==> src/rtl/fnd_pkg.sv <==
// Shared constants for the 7-segment time display: segment codes,
// digit codes fed to the decoder, and field positions in the time word.
package fnd_pkg;

  localparam int NUM_DIGITS = 4;

  // Time word layout: {hour, min, sec, msec}, 8 bits each.
  localparam int FIELD_W  = 8;
  localparam int HOUR_LSB = 24;
  localparam int MIN_LSB  = 16;
  localparam int SEC_LSB  = 8;
  localparam int MSEC_LSB = 0;

  // Active-low segment codes, bit order {dp,g,f,e,d,c,b,a}, dp off.
  localparam logic [7:0] SEG_0     = 8'hC0;
  localparam logic [7:0] SEG_1     = 8'hF9;
  localparam logic [7:0] SEG_2     = 8'hA4;
  localparam logic [7:0] SEG_3     = 8'hB0;
  localparam logic [7:0] SEG_4     = 8'h99;
  localparam logic [7:0] SEG_5     = 8'h92;
  localparam logic [7:0] SEG_6     = 8'h82;
  localparam logic [7:0] SEG_7     = 8'hF8;
  localparam logic [7:0] SEG_8     = 8'h80;
  localparam logic [7:0] SEG_9     = 8'h90;
  localparam logic [7:0] SEG_DASH  = 8'hBF;
  localparam logic [7:0] SEG_BLANK = 8'hFF;

  // Digit codes understood by the decoder besides 0..9.
  localparam logic [3:0] CODE_DASH  = 4'd10;
  localparam logic [3:0] CODE_BLANK = 4'd15;

  // Out-of-range fields (>= 100) cannot be shown as two decimals, so both
  // of their digits turn into dashes.
  function automatic logic [3:0] tens_code(input logic [FIELD_W-1:0] v);
    if (v >= 8'd100) return CODE_DASH;
    return 4'(v / 8'd10);
  endfunction

  function automatic logic [3:0] ones_code(input logic [FIELD_W-1:0] v);
    if (v >= 8'd100) return CODE_DASH;
    return 4'(v % 8'd10);
  endfunction

endpackage

==> src/rtl/fnd_seg_decoder.sv <==
// Digit code (0..9, 10 = dash, anything else = blank) to active-low
// segments {g,f,e,d,c,b,a}. The decimal point is handled by the caller.
module fnd_seg_decoder
  import fnd_pkg::*;
(
  input  logic [3:0] code,
  output logic [6:0] seg
);

  // Pure lookup; unknown codes blank the digit.
  always_comb begin
    seg = SEG_BLANK[6:0];
    case (code)
      4'd0:      seg = SEG_0[6:0];
      4'd1:      seg = SEG_1[6:0];
      4'd2:      seg = SEG_2[6:0];
      4'd3:      seg = SEG_3[6:0];
      4'd4:      seg = SEG_4[6:0];
      4'd5:      seg = SEG_5[6:0];
      4'd6:      seg = SEG_6[6:0];
      4'd7:      seg = SEG_7[6:0];
      4'd8:      seg = SEG_8[6:0];
      4'd9:      seg = SEG_9[6:0];
      CODE_DASH: seg = SEG_DASH[6:0];
      default:   seg = SEG_BLANK[6:0];
    endcase
  end

endmodule

==> src/rtl/fnd_time_display.sv <==
// 4-digit multiplexed 7-segment driver for the packed time bus.
// A snapshot of the time word is taken once per frame (on the index 3->0
// step) so all four digits of a frame agree. fnd_com/fnd_data are
// registered one cycle behind the digit index. No handshake: the time bus
// is sampled level-wise, and outputs are valid whenever rst is low.
module fnd_time_display
  import fnd_pkg::*;
#(
  parameter int CLK_FREQ = 100_000_000,
  parameter int SCAN_HZ  = 1000,
  parameter int BLINK_HZ = 2
) (
  input  logic        clk,
  input  logic        rst,
  input  logic [31:0] i_time_data,
  input  logic        i_disp_sel,
  input  logic [3:0]  i_blink_mask,
  output logic [3:0]  fnd_com,
  output logic [7:0]  fnd_data
);

  localparam int SCAN_DIV  = CLK_FREQ / SCAN_HZ;
  localparam int BLINK_DIV = CLK_FREQ / (2 * BLINK_HZ);
  localparam int SCAN_W    = (SCAN_DIV > 1) ? $clog2(SCAN_DIV) : 1;
  localparam int BLINK_W   = (BLINK_DIV > 1) ? $clog2(BLINK_DIV) : 1;

  logic [SCAN_W-1:0]  scan_cnt;
  logic               scan_tick;
  logic [1:0]         idx;
  logic [31:0]        snap_time;
  logic               snap_sel;
  logic [BLINK_W-1:0] blink_cnt;
  logic               blink_wrap;
  logic               blink_on;

  logic [FIELD_W-1:0] hi_val;
  logic [FIELD_W-1:0] lo_val;
  logic [FIELD_W-1:0] snap_msec;
  logic [3:0]         digit_code;
  logic [6:0]         seg;
  logic               dp_n;
  logic               blank;

  assign scan_tick  = (scan_cnt == SCAN_W'(SCAN_DIV - 1));
  assign blink_wrap = (blink_cnt == BLINK_W'(BLINK_DIV - 1));

  // Scan divider: one tick per digit period.
  always_ff @(posedge clk) begin
    if (rst || scan_tick) scan_cnt <= '0;
    else                  scan_cnt <= scan_cnt + 1'b1;
  end

  // Digit index 0->1->2->3->0, advanced by the scan tick.
  always_ff @(posedge clk) begin
    if (rst)            idx <= 2'd0;
    else if (scan_tick) idx <= idx + 2'd1;
  end

  // Frame snapshot, loaded on the same edge the index wraps to 0.
  always_ff @(posedge clk) begin
    if (rst) begin
      snap_time <= '0;
      snap_sel  <= 1'b0;
    end else if (scan_tick && (idx == 2'd3)) begin
      snap_time <= i_time_data;
      snap_sel  <= i_disp_sel;
    end
  end

  // Free-running blink half-period counter and phase flag.
  always_ff @(posedge clk) begin
    if (rst) begin
      blink_cnt <= '0;
      blink_on  <= 1'b1;
    end else if (blink_wrap) begin
      blink_cnt <= '0;
      blink_on  <= ~blink_on;
    end else begin
      blink_cnt <= blink_cnt + 1'b1;
    end
  end

  // Field pair selection and per-index digit code from the snapshot.
  always_comb begin
    snap_msec = snap_time[MSEC_LSB +: FIELD_W];
    if (snap_sel) begin
      hi_val = snap_time[HOUR_LSB +: FIELD_W];
      lo_val = snap_time[MIN_LSB +: FIELD_W];
    end else begin
      hi_val = snap_time[SEC_LSB +: FIELD_W];
      lo_val = snap_msec;
    end
    case (idx)
      2'd0:    digit_code = ones_code(lo_val);
      2'd1:    digit_code = tens_code(lo_val);
      2'd2:    digit_code = ones_code(hi_val);
      default: digit_code = tens_code(hi_val);
    endcase
    // Half-second indicator: dp on digit 2 during the first half second.
    dp_n  = ~((idx == 2'd2) && (snap_msec < 8'd50));
    // Mask is taken live so setting mode reacts immediately.
    blank = ~blink_on && i_blink_mask[idx];
  end

  fnd_seg_decoder u_dec (
    .code (digit_code),
    .seg  (seg)
  );

  // Registered outputs: one-cold digit enable and segment pattern.
  always_ff @(posedge clk) begin
    if (rst) begin
      fnd_com  <= 4'b1111;
      fnd_data <= SEG_BLANK;
    end else begin
      fnd_com  <= ~(4'b0001 << idx);
      fnd_data <= blank ? SEG_BLANK : {dp_n, seg};
    end
  end

endmodule

==> config.mk <==
export PLATFORM = sky130hd
export DESIGN_NAME = fnd_time_display
export DESIGN_NICKNAME = d
export VERILOG_FILES = /design/src/rtl/fnd_pkg.sv /design/src/rtl/fnd_seg_decoder.sv /design/src/rtl/fnd_time_display.sv
export SDC_FILE = /design/constraint.sdc
export NUM_CORES = 1
export LEC_CHECK = 0
export CORE_UTILIZATION = 45
export DETAILED_ROUTE_END_ITERATION = 16
export PLACE_DENSITY = 0.65
export SYNTH_ARGS = -nofsm -noshare
export SYNTH_HDL_FRONTEND = slang
export SYNTH_HIERARCHICAL = 1
export SYNTH_SLANG_ARGS = --single-unit
==> constraint.sdc <==
create_clock -name clk -period 6.2 [get_ports clk]
set_clock_uncertainty 0.2 [all_clocks]
set_input_delay 0.93 -clock clk [delete_from_list [all_inputs] [get_ports clk]]
set_output_delay 0.93 -clock clk [all_outputs]
set_load 0.01 [all_outputs]
# Yosys cells after proc, flatten, opt, wreduce, memory -nomap -nowiden
# Memories as Yosys holds them, arrays and structs flattened. A register that Yosys moved wholly into a read port is not among the register bits.
# Cells that the tools add are included.
# Widths: inputs -> output; s select.
dict set report word_totals {
  reg_bits 90
  rom_bits 112
  elab_cells 54
  output_inout_bits 12
  n_memories 1
}
dict set report op_classes {
  n_lt_le_gt_ge 4
  mux 17
  reduce_logical 8
  div 4
  n_addsub 3
  n_bitwise 3
  eq_ne 5
  shifts 1
}
# name depth word_bits rd rd_clocked_by_memory_dff write_ports line
set mem_list {}
lappend mem_list {{(name not given)} 16 7 1 1 0 fnd_seg_decoder.sv:13} ;# case (code)
# cell n
set ops {}
lappend ops {{$add 25x1->25 const B} 1}
lappend ops {{$eq 25x25->1 const B} 1}
lappend ops {{$mux 4} 6}
lappend ops {{$add 17x1->17 const B} 1}
lappend ops {{$eq 17x17->1 const B} 1}
lappend ops {{$div 8x4->8 const B} 2}
lappend ops {{$ge 8x7->1 const B} 2}
lappend ops {{$mod 8x4->8 const B} 2}
lappend ops {{$mux 8} 2}
lappend ops {{$pmux 4 s3} 1}
lappend ops {{$lt 8x6->1 const B} 1}
lappend ops {{$mux 1} 7}
lappend ops {{$eq 2x2->1 const B} 2}
lappend ops {{$not 4->4} 1}
lappend ops {{$reduce_or 2->1} 2}
lappend ops {{$shl 1x2->4 const A} 1}
lappend ops {{$logic_and 1x1->1} 3}
lappend ops {{$lt 2x3->1 const B} 1}
lappend ops {{$reduce_or 3->1} 1}
lappend ops {{$add 2x1->2 const B} 1}
lappend ops {{$bmux 1 s2} 1}
lappend ops {{$eq 2x1->1 const B} 1}
lappend ops {{$logic_not 2->1} 1}
lappend ops {{$not 1->1} 2}
lappend ops {{$logic_or 1x1->1} 1}

# Depth between registers and ports, before layout
# Gate-level depths: netlist of the first run.
dict set report depth {
  ltp_word 6
  mapped_depth 18
  mapped_depth_nobuf 14
}

# By module
# The synthesis of the first run kept the hierarchy.
# mod n_inst area_each_um2 seq_area_each_um2 cells_each
set by_module_without_submodules {}
lappend by_module_without_submodules {fnd_time_display 1 5187.5 1801.7 609}
lappend by_module_without_submodules {fnd_seg_decoder 1 224.0 0.0 33}

# Worst setup path before layout of the first run
# No wires, ideal clock.
dict set report synth_timing {
  path_kind {reg-to-reg}
  from {reg snap_sel}
  to {reg fnd_data[3]}
  path_buffers 2
  arrival_ns 3.122
  required_ns 5.867
  path_stages_with_launch 17
  path_slack_ns 2.745
  cell_sequence {dfxtp_1 buf_6 buf_12 mux2_4 nor4_2 o21a_1 a221oi_2 o221a_1 o31ai_1 o21ai_1 a31oi_1 inv_1 ha_1 or2_1 a21oi_2 a31oi_1 nand2b_1}
}
dict set report synth_via {
  elab_chain_len 6
}
# item line
set synth_rtl {}
lappend synth_rtl {{from (decl)} fnd_time_display.sv:31} ;# logic snap_sel;
lappend synth_rtl {{from (signal assigned)} fnd_time_display.sv:66} ;# snap_sel <= i_disp_sel;
lappend synth_rtl {{branches (longest 5 deep; another with $div 8x4->8)} --}
lappend synth_rtl {{$pmux 4 s3 (*)} fnd_time_display.sv:93} ;# case (idx)
lappend synth_rtl {{named net digit_code[1]} fnd_time_display.sv:39} ;# logic [3:0] digit_code;
lappend synth_rtl {{to (decl)} fnd_time_display.sv:19} ;# output logic [7:0] fnd_data
# Mark *: on every way through the listed nets, which the timed path passes. The select of a mux whose other input is x is not followed.
# A chain may end at the register's enable or synchronous reset.

# Worst setup path after layout of the first run
# Ends and elaborated chain as after synthesis.

==> flow_summary_export.csv, run 1 <==
group,metric,value,unit
synth,synth_seq_cells,90,
cts,cts_tree,"built",
synth,synthArstFlopShare,0,
setup_path,worst_setup_path_start_kind,"flop",
floorplan,initial_utilization,0.468,
setup_path,reg2regPathDepth,15,
cts,cts_setup_buffers,0,
synth,syn_nets,694,
finish,stdcell_area,0.00620,mm2
synth,avgSynthCellArea,8.43,um2
flow_run,drv_cap,0,
route,wl_per_cell,15.1,um
power,cellInternalPower,0.979,mW
global_route,grt_max_degree,46,
power,peakVddDrop,162,uV
finish,antenna-diode-count,0,
sta,drv_slew,0,
floorplan,core_area,0.0116,mm2
setup_path,critical_path_class,"flop to flop",
setup_path,r2r_start,"snap_sel",
synth,yosys-top-cells-area,"dfxtp_1 33%, nand2_1 7.1%, a21oi_1 5.0%",
placement,hpwl,8900,um
power,p_switching,0.253,mW
route,drt-initial-drc-count,296,
synth,seq_area_frac_synth,0.333,
cts,cts-root-buf,"clkbuf_16",
cts,hold_buffers,0,
global_route,grt_antenna_before_repair,0,
setup_path,r2r_end,"fnd_data[3]",
power,power_density,199,mW/mm2
floorplan,die_height,112,um
sta,fin_crit,4.67,ns
setup_path,r2r_slack,1.53,ns
global_route,grt_pass1_wl,21300,um
sta,timing.final.crit_share,0.753,
route,vias,4598,
power,pwr-share-clk,0.483,
sta,final-hold-violation-count,0,
floorplan,io_pins,51,
cts,htreeDepth,3,
setup_path,cp-startpoint,"snap_sel",
floorplan,die_x,112,um
synth,ys_top_cells_by_count,"102 x nand2_1, 90 x dfxtp_1, 72 x nor2_1, 54 x a21oi_1, 23 x xor2_1",
synth,synth_edf_count,0,
floorplan,core.rowCount,39,
setup_path,crit_path_end_kind,"flop",
finish,fillers,1086,
finish,drive_above_1_share,0.111,
cts,cts_resized,0,
placement,port_buffers,50,
route,ant_nets,0,
power,switching_share,0.205,
placement,placed_area,0.00587,mm2
sta,rsz0062_at_grt,"false",
global_route,grt-ovfl-total,0,
global_route,grt_pass1_vias,4368,
setup_path,cp_max_fo,17,
route,drtPass1Iterations,10,
finish,nets,723,
synth,synth_cell_types,75,
route,drc,4,
setup_path,arrival,4.68,ns
power,cellLeakagePower,2.08,nW
sta,fmax,214,MHz
synth,netlist_area,0.00541,mm2
power,seqPwrFrac,0.477,
setup_path,cp-endpoint,"fnd_data[3]",
global_route,grt.total_usage,0.209,
sta,relSlewSlack,0.183,
sta,worstMarginPinSlew,1.23,ns
synth,synth_largest_area_cell,"dfxtp_1",
setup_path,cp.required,6.21,ns
finish,area_growth_syn_to_layout,14.5,%
cts,clk_pin_slew,0.07,ns
route,routed_wl,12400,um
placement,gp_congestion,0.858,
synth,syn_inst,642,
power,pwr-share-comb,0.039,
synth,synth_flop_cell,"dfxtp_1",
cts,cts_buffers,9,
outcome,status,"finished with violations",
sta,setup_viol,0,
sta,fin_tns_setup,0,ns
synth,synth_top_area_frac,0.333,
cts,insertion_delay,0.35,ns
outcome,violations,"design-rule violations",
finish,layout.cells.non_filler,819,
synth,post-synth-top-count-cell,"nand2_1",
placement,dp_cells,803,
cts,cts.sinks,90,
synth,ys_warn_count,6,
min_path,min_path_type,"flop to flop",
route,viasPerCell,5.61,
cts,clockBufferDepth,2,
floorplan,dieArea,0.0125,mm2
area by class of cell:
class | instances | area [um2] | area share
Clock buffer | 10 | 239 | 0.0386
Clock inverter | 6 | 90.1 | 0.0145
Inverter | 16 | 60.1 | 0.00969
Multi-Input combinational cell | 502 | 3310 | 0.534
Sequential cell | 90 | 1800 | 0.291
Tap cell | 143 | 179 | 0.0289
Timing Repair Buffer | 52 | 515 | 0.0832
how the worst min path moves through the flow:
stage,end,slack [ns],start,cells past startpoint
2_1_floorplan,blink_cnt[0],0.23,blink_cnt[0],1
3_3_place_gp,snap_time[17],0.24,snap_time[17],2
3_5_place_dp,snap_time[16],0.25,snap_time[16],2
4_1_cts,snap_time[16],0.26,snap_time[16],2
5_1_grt,snap_time[17],0.28,snap_time[17],2
6_report,snap_time[16],0.25,snap_time[16],2
critical path: stages (launching register included):
cell       delay, ns
dfxtp_2         0.72
buf_4           0.45
mux2i_4         0.54
nand3_1         0.17
a31oi_1         0.26
a211oi_2        0.08
o2bb2ai_2       0.28
and4b_1         0.24
a31oi_1         0.05
a31oi_1         0.50
inv_1           0.20
ha_1            0.23
or2_1           0.22
a21oi_2         0.16
a31oi_1         0.05
nand2b_1        0.16
metrics by stage:
stage / utilization / setup WS, ns / total power [mW] / hold WS, ns
floorplan: - / 2.75 / 0.616 / 0.230
global placement: 0.507 / 1.78 / 0.649 / 0.242
detailed placement: 0.507 / 1.59 / 0.650 / 0.246
CTS: 0.536 / 1.59 / 1.24 / 0.255
global route: 0.536 / 1.16 / 1.28 / 0.276
finish: 0.536 / 1.53 / 1.23 / 0.252
metal layers:
metal  GRT usage  wire, um  up-vias
li1            -         -     2293
met1       0.286      5960     2209
met2       0.328      5810       88
met3      0.0468       480        8
met4      0.0658       106        0
met5           0         0        -
power by group through the flow:
stage | sequential, mW | clock (mW) | combinational, mW
after floorplan | 0.601 | 0 | 0.0151
after global placement | 0.601 | 0 | 0.0484
after detailed placement | 0.601 | 0 | 0.0491
after CTS | 0.588 | 0.606 | 0.0493
after global routing | 0.588 | 0.638 | 0.0533
final | 0.588 | 0.595 | 0.0485
sequential cells by signal (all words and copies together) (netlist names):
signal and count:
fnd_data 8, blink_cnt 25, snap_sel 1, scan_cnt 17, blink_on 1, fnd_com 4
snap_time 32, idx 2
cells by family (layout without fill, tap and decap cells):
| group | after synthesis | after routing | synth area share |
|---|---|---|---|
| multiplexers | 31 | 31 | 0.0886 |
| flip-flops | 90 | 90 | 0.333 |
| AND/OR/NAND/NOR | 278 | 278 | 0.248 |
| XOR/XNOR | 43 | 43 | 0.0696 |
| AO/OA/AOI/OAI | 137 | 137 | 0.175 |
| adder cells (fa/ha/maj) | 13 | 13 | 0.0301 |
| buffers and inverters | 50 | 84 | 0.0553 |
cell usage in the layout, fill, tap and decap left out, types with 4 or more instances in the layout:
cell type        netlist  final
a21oi_1               54     54
a221oi_1               4      4
a31oi_1               11     11
and3_1                 5      5
and4_1                 4      4
clkbuf_16              0      9
clkdlybuf4s50_1        0     50
dfxtp_1               90     89
ha_1                  13     13
inv_1                 16     16
mux2_4                 9      9
mux2i_1                8      8
mux2i_4                8      8
nand2_1              102    102
nand2b_1              16     16
nand3_1               18     18
nand4_1               12     12
nor2_1                72     72
nor3_1                15     15
o21ai_0               17     17
o21ai_1                9      9
o22ai_1                4      4
or3_1                  4      4
xnor2_1               20     20
xor2_1                23     23
Power figures use the tool's default switching activity.
==> run 2: changes to the inputs <==
==> constraint.sdc (replaced) <==
create_clock -name clk -period 4.3 [get_ports clk]
set_clock_uncertainty 0.2 [all_clocks]
set_input_delay 0.645 -clock clk [delete_from_list [all_inputs] [get_ports clk]]
set_output_delay 0.645 -clock clk [all_outputs]
set_load 0.01 [all_outputs]
==> flow_summary_export.csv, run 2 (synthesis gave the netlist of run 1 again) <==
group,metric,value,unit
outcome,status,"finished with violations",
outcome,violations,"design-rule violations",
cts,clk_pin_slew,0.06,ns
setup_path,cp_num_buf_inv,2,
setup_path,r2r_start,"snap_sel",
power,seqPwrFrac,0.490,
sta,final-hold-violation-count,0,
route,drtPass1Iterations,10,
global_route,grt_pass1_vias,4382,
route,wl_per_cell,14.7,um
global_route,grt_antenna_before_repair,0,
min_path,min_path_type,"flop to flop",
floorplan,io_pins,51,
floorplan,initial_utilization,0.468,
finish,final_common_cell,"nand2_1",
placement,port_buffers,50,
setup_path,cp_max_fo,15,
setup_path,reg2regPathDepth,15,
global_route,grt.total_usage,0.204,
cts,cts_resized,0,
power,switching_share,0.208,
finish,mostFrequentLayoutCells,"102 x nand2_1, 89 x dfxtp_1, 72 x nor2_1",
cts,htreeDepth,3,
power,p_switching,0.359,mW
setup_path,r2r_slack,0.61,ns
sta,rsz0062_at_grt,"false",
finish,antenna-diode-count,0,
route,drc,2,
global_route,grt-ovfl-total,0,
placement,hpwl,8850,um
placement,gp_congestion,0.897,
setup_path,critical_path_class,"flop to flop",
global_route,grt_pass1_wl,20500,um
sta,fin_tns_setup,0,ns
setup_path,cp.required,4.31,ns
finish,utilization,0.539,
setup_path,cp-endpoint,"fnd_data[3]",
route,drt-initial-drc-count,281,
min_path,hold_depth,2,
cts,cts_buffers,9,
finish,largest_reg_flops,32,
sta,relSlewSlack,0.218,
cts,cts-root-buf,"clkbuf_16",
finish,drive_above_1_share,0.120,
setup_path,arrival,3.70,ns
sta,timing.final.crit_share,0.858,
route,vias,4583,
finish,regMostFlops,"snap_time",
power,cellLeakagePower,2.11,nW
cts,cts.sinks,90,
setup_path,crit_path_end_kind,"flop",
power,peakVddDrop,308,uV
sta,worstMarginPinSlew,1.17,ns
cts,clockBufferDepth,2,
sta,setup_viol,0,
route,viasPerCell,5.55,
floorplan,die_x,112,um
floorplan,core_area,0.0116,mm2
cts,cts_tree,"built",
cts,hold_buffers,0,
cts,cts_setup_buffers,0,
sta,fin_crit,3.69,ns
route,ant_nets,0,
setup_path,crit_cells,15,
power,pwr-share-clk,0.469,
floorplan,die_height,112,um
power,power_density,277,mW/mm2
finish,top_regs,"snap_time x32, blink_cnt x25, scan_cnt x17",
power,pwr-share-comb,0.041,
setup_path,slowest_stage,"mux2i_4",
setup_path,cp_cell_sequence,"buf_4 -> mux2i_4 -> xnor2_1 -> o21ai_1 -> a221oi_2 -> o221a_1 -> o31ai_1 -> o21ai_1 -> a31oi_1 -> inv_1 -> ha_1 -> or2_1 -> a21oi_2 -> a31oi_1 -> nand2b_1",
global_route,grt_max_degree,34,
setup_path,cp-startpoint,"snap_sel",
finish,area_growth_syn_to_layout,15.2,%
power,cellInternalPower,1.37,mW
sta,fmax,271,MHz
cts,insertion_delay,0.35,ns
route,routed_wl,12100,um
setup_path,max_stage_delay,0.53,ns
sta,drv_slew,0,
floorplan,dieArea,0.0125,mm2
setup_path,worst_setup_path_start_kind,"flop",
setup_path,crit_family,"compound AO/OA/AOI/OAI gates",
flow_run,drv_cap,0,
setup_path,r2r_end,"fnd_data[3]",
finish,nets,730,
floorplan,core.rowCount,39,
## run 2: cell count changes in the layout (fill, tap and decap cells not counted), sizes merged
cell,delta
buf,+7
bufinv,-1
inv,+1
clkinv,-1
clkbuf,+1
## run 2: worst min-delay path by stage
stage,from,end,slack [ns]
2_1_floorplan,blink_cnt[0],blink_cnt[0],0.23
3_3_place_gp,snap_time[0],snap_time[0],0.24
3_5_place_dp,snap_time[9],snap_time[9],0.24
4_1_cts,snap_time[9],snap_time[9],0.25
5_1_grt,snap_time[8],snap_time[8],0.28
6_report,snap_time[9],snap_time[9],0.25
## run 2: power by group through the flow
stage | combinational (mW) | clock (mW) | sequential [mW]
6_report | 0.0701 | 0.810 | 0.848
4_1_cts | 0.0711 | 0.835 | 0.848
3_5_place_dp | 0.0705 | 0 | 0.867
2_1_floorplan | 0.0218 | 0 | 0.867
5_1_grt | 0.0762 | 0.872 | 0.848
3_3_place_gp | 0.0698 | 0 | 0.866
## run 2: area by class of cell
class | instances | area, um2
Sequential cell | 90 | 1800
Clock buffer | 11 | 253
Inverter | 16 | 60.1
Timing Repair Buffer | 59 | 568
Clock inverter | 5 | 60.1
Tap cell | 143 | 179
Multi-Input combinational cell | 502 | 3310
Fill cell | 1060 | 5330
## run 2: per-layer routing
layer | share of wire | vias up | track usage
li1 | - | 2334 | -
met1 | 0.48 | 2136 | 0.269
met2 | 0.46 | 99 | 0.328
met3 | 0.043 | 14 | 0.0419
met4 | 0.018 | 0 | 0.0775
met5 | 0 | - | 0
## run 2: worst min-delay path, cell delays in order (launching register included)
cell and delay (ns):
dfxtp_1 0.31, nand2_1 0.05, a21oi_1 0.05
## run 2: metrics by stage
step                      cell area, um2  total power, mW  hold slack, ns  setup slack (ns)  instances
after CTS                           6230             1.75           0.252             0.630        826
after global routing                6230             1.80           0.278             0.326        826
after detailed placement            5920            0.937           0.243             0.645        810
final                               6230             1.73           0.254             0.612        826
after floorplan                     5410            0.889           0.230             0.845        642
after global placement              5920            0.936           0.243             0.719        810
==> RTL change: new RTL, settings of run 2 <==
Add an input register stage for `i_time_data`, `i_disp_sel` and `i_blink_mask`; this delays them by one clock.
--- a/src/rtl/fnd_time_display.sv
+++ b/src/rtl/fnd_time_display.sv
@@ -25,2 +25,12 @@
   localparam int BLINK_W   = (BLINK_DIV > 1) ? $clog2(BLINK_DIV) : 1;
+
+  logic [31:0] i_time_data_q;
+  logic i_disp_sel_q;
+  logic [3:0] i_blink_mask_q;
+
+  always_ff @(posedge clk) begin
+    i_time_data_q  <= i_time_data;
+    i_disp_sel_q   <= i_disp_sel;
+    i_blink_mask_q <= i_blink_mask;
+  end
 
@@ -64,4 +74,4 @@
     end else if (scan_tick && (idx == 2'd3)) begin
-      snap_time <= i_time_data;
-      snap_sel  <= i_disp_sel;
+      snap_time <= i_time_data_q;
+      snap_sel  <= i_disp_sel_q;
     end
@@ -101,3 +111,3 @@
     // Mask is taken live so setting mode reacts immediately.
-    blank = ~blink_on && i_blink_mask[idx];
+    blank = ~blink_on && i_blink_mask_q[idx];
   end
Check against the original RTL: same outputs for any inputs over 10 cycles, from zero or initial values and one cycle with rst high; that may be too few to reach the edited logic, so the function may still have changed.
==> RTL change against run 2 <==
Total power up 66%; cell area up 16%; sequential cell count up 37; area after synthesis up 9.3%; worst hold slack worse by 0.014 ns; first-iteration DRC count unchanged; sequential power up 43%; routed wire length up 1.7%; clock power up 95%; setup slack worse by 0.26 ns; non-clock buffer count up 2; critical path type unchanged; critical endpoint is now fnd_data[1]; largest cell class unchanged.
==> RTL change: results (changes against run 2) <==
outcome:
  status: "complete, no violations"  # was finished with violations
global_route:
  grt_pass1_wl_microns: 21090  # was 20,520 microns
  grt_max_degree: 44  # was 34
  grt_use_total: 0.1993  # was 0.2040
  grt_pass1_vias: 4562  # was 4,382
  grt-ovfl-total: 0  # unchanged
power_and_ir_drop:
  ir_drop_v: 0.0003093  # was 0.0003083 V
  p_leak_nw: 2.523  # was 2.108 nW
min_path:
  worstHoldEndpoint: "snap_time[7]"  # was snap_time[9]
  hold_start: "i_time_data_q[7]"  # was snap_time[9]
clock_tree:
  h-tree-depth: 4  # was 3
  clock_latency_ns: 0.41  # was 0.35 ns
layout:
  layout.nets: 761  # was 730
  drive_gt1_frac: 0.1262  # was 0.1201
  nFillCells: 1144  # was 1,060
  top_regs: "i_time_data_q (32), snap_time (32), blink_cnt (25)"  # was snap_time (32), blink_cnt (25), scan_cnt (17)
logic_synthesis:
  synthTopCellsByCount: "127 x dfxtp_1, 98 x nand2_1, 66 x nor2_1"  # was 102 x nand2_1, 90 x dfxtp_1, 72 x nor2_1
  seq_area_frac_synth: 0.4297  # was 0.3329
  synth_cell_types: 74  # was 75
  async_flop_share: 0  # unchanged
  synthCells: 658  # was 642
  synthTopCellsByArea: "dfxtp_1 43%, nand2_1 6.2%, a21oi_1 4.4%"  # was dfxtp_1 33%, nand2_1 7.1%, a21oi_1 5.0%
  synth_nets: 710  # was 694
timing:
  maxSlewHeadroom: 0.2789  # was 0.2183
setup_path:
  slowest_delay_ns: 0.59  # was 0.53 ns
  r2r_slack_ns: 0.35  # was 0.61 ns
  cp.arrival_ns: 4.02  # was 3.70 ns
  slowest_stage: "dfxtp_2"  # was mux2i_4
  ff2ff_path_depth: 13  # was 15
  reg2reg_to: "fnd_data[1]"  # was fnd_data[3]
placed_design:
  place_congestion: 0.9004  # was 0.8972
  dp.cells: 862  # was 810
  dpl.hpwl_microns: 8710  # was 8851 microns
route:
  wl_microns: 12330  # was 12,130 microns
  wl_met2_microns: 5841  # was 5546 microns
  wl_per_cell_microns: 13.81  # was 14.68 microns
  dr_wl_met3_microns: 612  # was 523 microns
  viasPerCell: 5.378  # was 5.548
  met1_length_microns: 5631  # was 5837 microns
==> RTL change: changes by cell type after synthesis, moves of 6 or more <==
cell      delta
nand3_1      +6
a211oi_1     +7
nor2_1       -6
dfxtp_1     +37
a31oi_1      -7
==> RTL change: cells by family (layout without fill, tap and decap cells) <==
kind of cell,after synthesis,count (layout),synth area share
multiplexers,32,32,0.07549
XOR/XNOR,40,40,0.06048
adder cells (fa/ha/maj),15,15,0.03109
flip-flops,127,127,0.4297
AND/OR/NAND/NOR,276,276,0.2252
AO/OA/AOI/OAI,125,125,0.1389
buffers and inverters,43,106,0.03912
==> RTL change: metal layers <==
metal	track usage	vias to the layer above
met5	0	-
met4	0.08270	0
met3	0.05812	24
met2	0.3254	129
met1	0.2458	2248
li1	-	2402
==> RTL change: worst register-to-register path, stage by stage, from the launching register on <==
cell,delay (ns)
dfxtp_2,0.59
buf_4,0.33
buf_4,0.24
mux2i_4,0.38
nand3_1,0.11
a31oi_1,0.47
nand2_1,0.13
or3_1,0.36
o211ai_1,0.18
inv_1,0.15
ha_1,0.35
o21ai_1,0.12
o21ai_1,0.06
nand2b_1,0.13
==> RTL change: area by class of cell <==
cell class / instances / share of cell area
timing repair buffer: 61 / 0.08093
sequential: 127 / 0.3531
clock buffer: 19 / 0.06287
tap: 172 / 0.02987
inverter: 14 / 0.007294
clock inverter: 12 / 0.02848
multi-input combinational: 488 / 0.4375
==> RTL change: power by group <==
group | internal [mW] | switching, mW
registers | 1.20 | 0.00992
logic | 0.0437 | 0.0258
clock network | 1.06 | 0.524
total | 2.31 | 0.559
==> RTL change: worst max-delay path by stage <==
stage,endpoint,slack [ns],cells past startpoint
floorplan,fnd_data[3],0.70,16
global placement,fnd_data[3],0.43,15
detailed placement,fnd_data[1],0.31,14
CTS,fnd_data[1],0.30,14
global route,fnd_data[3],0.02,13
finish,fnd_data[1],0.35,13
==> RTL change: stage by stage <==
| stage | area (sq um) | hold slack [ns] | setup WS, ns |
|---|---|---|---|
| floorplan | 5917 | 0.2176 | 0.7039 |
| detailed placement | 6538 | 0.2346 | 0.3121 |
| finish | 7204 | 0.2404 | 0.3510 |
| global placement | 6538 | 0.2311 | 0.4340 |
| global route | 7204 | 0.2557 | 0.02399 |
| CTS | 7196 | 0.2410 | 0.2978 |
